## src/rtl/idecode_pkg.sv

```systemverilog
// Shared definitions for the instruction-decode stage: instruction field
// positions, opcode width and the immediate-extension helper.
package idecode_pkg;

  localparam int OPW       = 4;
  localparam int OP_MSB    = 31;
  localparam int OP_LSB    = 28;
  localparam int RD_MSB    = 27;
  localparam int RD_LSB    = 22;
  localparam int RS_MSB    = 21;
  localparam int RS_LSB    = 16;
  localparam int RT_MSB    = 15;
  localparam int RT_LSB    = 10;
  localparam int IMM22_MSB = 21;
  localparam int IMM16_MSB = 15;
  localparam int LIMM_BIT  = 0;

  // Field is inst[21:0]; bit LIMM_BIT selects the 22-bit form over the 16-bit one.
  function automatic logic [63:0] ext_imm(input logic [IMM22_MSB:0] field,
                                          input logic sext);
    logic [63:0] r;
    if (field[LIMM_BIT])
      r = {{(63 - IMM22_MSB){sext & field[IMM22_MSB]}}, field[IMM22_MSB:0]};
    else
      r = {{(63 - IMM16_MSB){sext & field[IMM16_MSB]}}, field[IMM16_MSB:0]};
    return r;
  endfunction

endpackage

```

## src/rtl/idecode_pipe_regfile.sv

```systemverilog
// Register file: NREG x XLEN, two combinational read ports, one write port.
// Contents are deliberately not reset.
module regfile_2r1w #(
  parameter int XLEN = 32,
  parameter int NREG = 64,
  parameter int AW   = $clog2(NREG)
) (
  input  logic            clk,
  input  logic [AW-1:0]   ra_a,
  output logic [XLEN-1:0] rdata_a,
  input  logic [AW-1:0]   ra_b,
  output logic [XLEN-1:0] rdata_b,
  input  logic            we,
  input  logic [AW-1:0]   wa,
  input  logic [XLEN-1:0] wdata
);

  logic [XLEN-1:0] mem [NREG];

  always_ff @(posedge clk) begin
    if (we)
      mem[wa] <= wdata;
  end

  assign rdata_a = mem[ra_a];
  assign rdata_b = mem[ra_b];

endmodule

```

## src/rtl/idecode_pipe.sv

```systemverilog
// Instruction-decode stage with handshakes, output register, RAW scoreboard and flush.
// Define IDECODE_WB_BYPASS_EN to forward same-cycle write-back data and drop the post-write-back bubble.
module idecode_pipe
  import idecode_pkg::*;
#(
  parameter int          XLEN       = 32,
  parameter int          NREG       = 64,
  parameter int          AW         = $clog2(NREG),
  parameter bit          IMM_SEXT   = 1'b1,
  parameter logic [15:0] WB_OP_MASK = 16'hFFFE
) (
  input  logic            clk,
  input  logic            rst_n,
  input  logic            in_valid,
  output logic            in_ready,
  input  logic [XLEN-1:0] pci,
  input  logic [31:0]     inst,
  input  logic            svpc,
  input  logic            flush,
  input  logic            rw,
  input  logic [AW-1:0]   rdi,
  input  logic [XLEN-1:0] wd,
  output logic            out_valid,
  input  logic            out_ready,
  output logic [XLEN-1:0] pco,
  output logic [XLEN-1:0] lhs,
  output logic [XLEN-1:0] rhs,
  output logic [XLEN-1:0] imm,
  output logic [AW-1:0]   rdo,
  output logic [OPW-1:0]  opo,
  output logic            wbo
);

  logic [5:0]      rd_field, rs_field, rt_field;
  logic [AW-1:0]   rd_addr, rs_addr, rt_addr;
  logic [OPW-1:0]  op;
  logic [XLEN-1:0] rf_rs, rf_rt, rs_val, rt_val, lhs_val, imm_ext;
  logic [NREG-1:0] sb_reg, sb_next, sb_eff, wb_clr, wb_set;
  logic            pend_rs, pend_rt, hazard, accept, handoff;

  logic            out_valid_reg, wbo_reg;
  logic [XLEN-1:0] pco_reg, lhs_reg, rhs_reg, imm_reg;
  logic [AW-1:0]   rdo_reg;
  logic [OPW-1:0]  opo_reg;

  assign rd_field = inst[RD_MSB:RD_LSB];
  assign rs_field = inst[RS_MSB:RS_LSB];
  assign rt_field = inst[RT_MSB:RT_LSB];
  assign rd_addr  = rd_field[AW-1:0];
  assign rs_addr  = rs_field[AW-1:0];
  assign rt_addr  = rt_field[AW-1:0];
  assign op       = inst[OP_MSB:OP_LSB];

  regfile_2r1w #(.XLEN(XLEN), .NREG(NREG), .AW(AW)) u_rf (
    .clk     (clk),
    .ra_a    (rs_addr),
    .rdata_a (rf_rs),
    .ra_b    (rt_addr),
    .rdata_b (rf_rt),
    .we      (rw),
    .wa      (rdi),
    .wdata   (wd)
  );

  assign wb_clr = rw ? (NREG'(1) << rdi) : '0;

`ifdef IDECODE_WB_BYPASS_EN
  assign rs_val = (rw && (rdi == rs_addr)) ? wd : rf_rs;
  assign rt_val = (rw && (rdi == rt_addr)) ? wd : rf_rt;
  // A bit being cleared this cycle no longer blocks its consumer.
  assign sb_eff = sb_reg & ~wb_clr;
`else
  assign rs_val = rf_rs;
  assign rt_val = rf_rt;
  assign sb_eff = sb_reg;
`endif

  // A producer still sitting in the output register has not reached the scoreboard yet.
  assign pend_rs = sb_eff[rs_addr] || (out_valid_reg && wbo_reg && (rdo_reg == rs_addr));
  assign pend_rt = sb_eff[rt_addr] || (out_valid_reg && wbo_reg && (rdo_reg == rt_addr));
  assign hazard  = (!svpc && pend_rs) || pend_rt;

  assign in_ready = (!out_valid_reg || out_ready) && !hazard && !flush;
  assign accept   = in_valid && in_ready;
  assign handoff  = out_valid_reg && out_ready && !flush;

  assign lhs_val = svpc ? pci : rs_val;
  assign imm_ext = XLEN'(ext_imm(inst[IMM22_MSB:0], IMM_SEXT));

  // Handoff set is applied after the write-back clear so it wins on a collision.
  assign wb_set  = (handoff && wbo_reg) ? (NREG'(1) << rdo_reg) : '0;
  assign sb_next = (sb_reg & ~wb_clr) | wb_set;

  always_ff @(posedge clk or negedge rst_n) begin
    if (!rst_n)
      sb_reg <= '0;
    else
      sb_reg <= sb_next;
  end

  always_ff @(posedge clk or negedge rst_n) begin
    if (!rst_n) begin
      out_valid_reg <= 1'b0;
      pco_reg       <= '0;
      lhs_reg       <= '0;
      rhs_reg       <= '0;
      imm_reg       <= '0;
      rdo_reg       <= '0;
      opo_reg       <= '0;
      wbo_reg       <= 1'b0;
    end else if (flush) begin
      out_valid_reg <= 1'b0;
    end else if (accept) begin
      out_valid_reg <= 1'b1;
      pco_reg       <= pci;
      lhs_reg       <= lhs_val;
      rhs_reg       <= rt_val;
      imm_reg       <= imm_ext;
      rdo_reg       <= rd_addr;
      opo_reg       <= op;
      wbo_reg       <= WB_OP_MASK[op];
    end else if (handoff) begin
      out_valid_reg <= 1'b0;
    end
  end

  assign out_valid = out_valid_reg;
  assign pco       = pco_reg;
  assign lhs       = lhs_reg;
  assign rhs       = rhs_reg;
  assign imm       = imm_reg;
  assign rdo       = rdo_reg;
  assign opo       = opo_reg;
  assign wbo       = wbo_reg;

endmodule

```

## config.mk

```make
export PLATFORM = sky130hd
export DESIGN_NAME = idecode_pipe
export DESIGN_NICKNAME = d
export VERILOG_FILES = /design/src/rtl/idecode_pkg.sv /design/src/rtl/idecode_pipe_regfile.sv /design/src/rtl/idecode_pipe.sv
export SDC_FILE = /design/constraint.sdc
export NUM_CORES = 2
export LEC_CHECK = 0
export CAP_MARGIN = 5
export CORE_ASPECT_RATIO = 1.1
export CORE_MARGIN = 2
export CORE_UTILIZATION = 46
export CTS_BUF_LIST = sky130_fd_sc_hd__clkbuf_2
export DETAILED_ROUTE_END_ITERATION = 16
export SYNTH_ARGS = -nofsm -noshare
export SYNTH_HDL_FRONTEND = slang
export SYNTH_SLANG_ARGS = --single-unit
```

## constraint.sdc

```tcl
create_clock -name clk -period 2.25 [get_ports clk]
set_clock_uncertainty 0.05 [all_clocks]
set_input_delay 0.3375 -clock clk [delete_from_list [all_inputs] [get_ports clk]]
set_output_delay 0.3375 -clock clk [all_outputs]
set_load 0.05 [all_outputs]
```

==> impl_metrics.tcl <==
set metrics [dict create \
    synth_top_area_cell "edfxtp_1" \
    layout-drive-gt1-share 0.472 \
    nets 6936 \
    routedWlPerCell_um 38.5 \
    synth_ff_type "edfxtp_1" \
    syn_nets 5279 \
    path_clk_slew_ps 90 \
    min_period_over_period 2.01 \
    vias_per_cell 6.68 \
    hp-class "in2reg" \
    r2r_slack_ps -980 \
    placement.io_buffers 249 \
    setup_viol 370 \
    critical_path_peak_fanout 9 \
    netlist_area_sq_um 103000 \
    status "finished with violations" \
    avgSynthCellArea_sq_um 19.9 \
    worstMarginPinSlew_ps 1350 \
    gp_congestion 0.909 \
    ctsHtreeMaxLevel 6 \
    powerDensity_nw_per_um2 725 \
    finalPower_w 0.0928 \
    grt-ovfl-total 0 \
    drc 0 \
    crit_end "in_ready" \
    vdd_drop_max_mv 0.684 \
    die-area_sq_um 228000 \
    first_iter_violations 10100 \
    worst-setup-path-type "in2out" \
    synth_area_leaders "edfxtp_1 60%, mux4_2 24%, dfrtp_1 4.7%, mux2i_1 1.9%, a22oi_1 1.3%" \
    ys_seq_elements 2242 \
    reg2regPathDepth 11 \
    num_rows 182 \
    p_int_w 0.0651 \
    worstPathArrival_ps 4140 \
    synth_cell_types 49 \
    grt_max_degree 65 \
    top_register "u_rf.mem" \
    final_antenna_net_count 0 \
    cts_buffer_depth 4 \
    rr_endpoint "lhs[14]$_DFFE_PN0P_" \
    slew_viol_final 0 \
    seqPwrFrac 0.514 \
    power.share.clock 0.306 \
    largest_reg_flops 2048 \
    yosysWarnings 0 \
    fmax_ghz 0.221 \
    comb_power_share 0.180 \
    top_level_ports 250 \
    fin_crit_ps 4530 \
    leakagePower_nw 44.6 \
    die_x_um 455 \
    start_util 0.462 \
    synth_top_area_frac 0.597 \
    fin_ws_ps -2280 \
    relSlewSlack 0.0975 \
    core_sq_um 223000 \
    first_pass_iters 8 \
    synth_cells 5170 \
    grt_pass1_wl_mm 532 \
    numClockSinks 2242 \
    drt_wl_total_mm 392 \
    antenna_found_initial 14 \
    die_y_um 500 \
    r2r_start "sb_eff[51]$_DFF_PN0_" \
    startpoint_type "primary input" \
    fin_setup_tns_ps -216610 \
    violations "negative hold slack, negative setup slack" \
    place_ws_ps -950 \
    hold_slack_ps -180 \
    hold_viol 95 \
    cts_tree "done" \
    ys_seq_area_frac 0.644 \
    grt_pass1_vias 67700 \
    cp.required_ps 1860 \
    vias 68000 \
    maxCapViolations 0 \
    swShare 0.299 \
    track_usage 0.341 \
    cp-startpoint "inst[11]" \
    clk_latency_ps 1980 \
    async_flop_share 0.0865 \
    p_switching_w 0.0277 \
    syn2layout_area_growth_pct 24.3 \
    end_kind "output pin" \
    root_buffer "clkbuf_2" \
    hpwlAfterDp_mm 251 \
    rsz0062_at_grt "yes" \
    synth_edf_count 2048 \
    numCtsBuffers 592 \
]
[cells in the final DEF (no fill, tap or decap), types with 50 or more instances in the layout]
master,instances
clkdlybuf4s50_1,65
mux2_2,79
clkinv_1,100
nor2_4,72
buf_4,591
edfxtp_1,2048
o21ai_0,152
mux2_4,52
nand3_1,50
a221oi_1,67
a22oi_1,174
buf_12,335
clkbuf_2,860
dfrtp_1,157
dlygate4sd3_1,275
buf_6,124
mux4_2,1112
mux2i_1,199
nand2_1,254
[per-layer routing]
layer / track usage / vias to the layer above / share of wire
met1: 0.459 / 36000 / 0.36
met3: 0.0760 / 933 / 0.11
met5: 0 / - / 0.00016
li1: - / 26000 / -
met2: 0.531 / 5056 / 0.47
met4: 0.162 / 4 / 0.053
[power groups by stage]
stage                     logic, W  registers (W)  clock network (W)
final                       0.0168         0.0477             0.0284
after global routing        0.0173         0.0478             0.0309
after CTS                   0.0161         0.0476             0.0288
after detailed placement    0.0146         0.0484                  0
after global placement      0.0145         0.0484                  0
after floorplan            0.00575         0.0506                  0
[worst min path at each step]
| stage | start | endpoint | slack [ps] | cells past startpoint |
|---|---|---|---|---|
| 6_report | inst[13] | out_valid$_DFFE_PN0P_ | -180 | 10 |
| 5_1_grt | inst[13] | out_valid$_DFFE_PN0P_ | -300 | 10 |
| 4_1_cts | inst[14] | imm[14]$_DFFE_PN0P_ | -910 | 3 |
| 3_5_place_dp | rst_n | pco[4]$_DFFE_PN0P_ | 260 | 1 |
| 3_3_place_gp | rst_n | pco[4]$_DFFE_PN0P_ | 260 | 1 |
| 2_1_floorplan | rst_n | imm[0]$_DFFE_PN0P_ | -8 | 0 |
[cells by family after synthesis]
family          after synthesis  synth area share
simple gates                497            0.0209
xor+xnor                     12           0.00102
mux                        1442             0.277
buf+inv                     434            0.0206
flops                      2242             0.644
compound gates              543            0.0361
[cells in the mapped netlist, types with 50 or more instances]
| master | n |
|---|---|
| mux4_2 | 1112 |
| buf_4 | 83 |
| mux2_1 | 52 |
| mux2_2 | 79 |
| clkbuf_1 | 229 |
| a22oi_1 | 174 |
| nor2_1 | 106 |
| nand3_1 | 50 |
| a221oi_1 | 67 |
| edfxtp_1 | 2048 |
| dfrtp_1 | 194 |
| nand2_1 | 254 |
| mux2i_1 | 199 |
| buf_2 | 86 |
| o21ai_0 | 153 |
[through the flow]
| step | instance area (sq um) | util | std cells |
|---|---|---|---|
| floorplan | 104000 | - | 5170 |
| CTS | 127000 | 0.571 | 10100 |
| global route | 128000 | 0.574 | 10200 |
| global placement | 118000 | 0.529 | 8811 |
| finish | 128000 | 0.574 | 10200 |
| detailed placement | 118000 | 0.529 | 8811 |
[layout make-up]
class                   count  area, sq um
diodes                      8         20.0
fillers                 17000        95000
repair buffers           1487        17500
well taps                2944         3680
clock buffers             860         4300
clock inverters           138          788
inverters                  10         45.0
flip-flops and latches   2242        66400
multi-input cells        2494        35300
[worst max-delay path, stage by stage]
cell           delay, ps
buf_8                 90
buf_12               100
buf_12               110
dlygate4sd3_1       1320
buf_4                250
dlygate4sd3_1        650
xor2_1               210
nor4_1                80
a21oi_1              160
nand2_1              100
nor4_2               280
and3_4               290
buf_12               140
[timing repair]
item                        CTS  global route
setup endpoints to repair   271           294
cloned                        6            10
gates resized for setup     991            96
pin swaps                     4             3
buffers inserted             24            29
hold buffers                308             1
hold endpoints to repair   4484           130
Note: power is estimated with default switching activity, not from simulation.
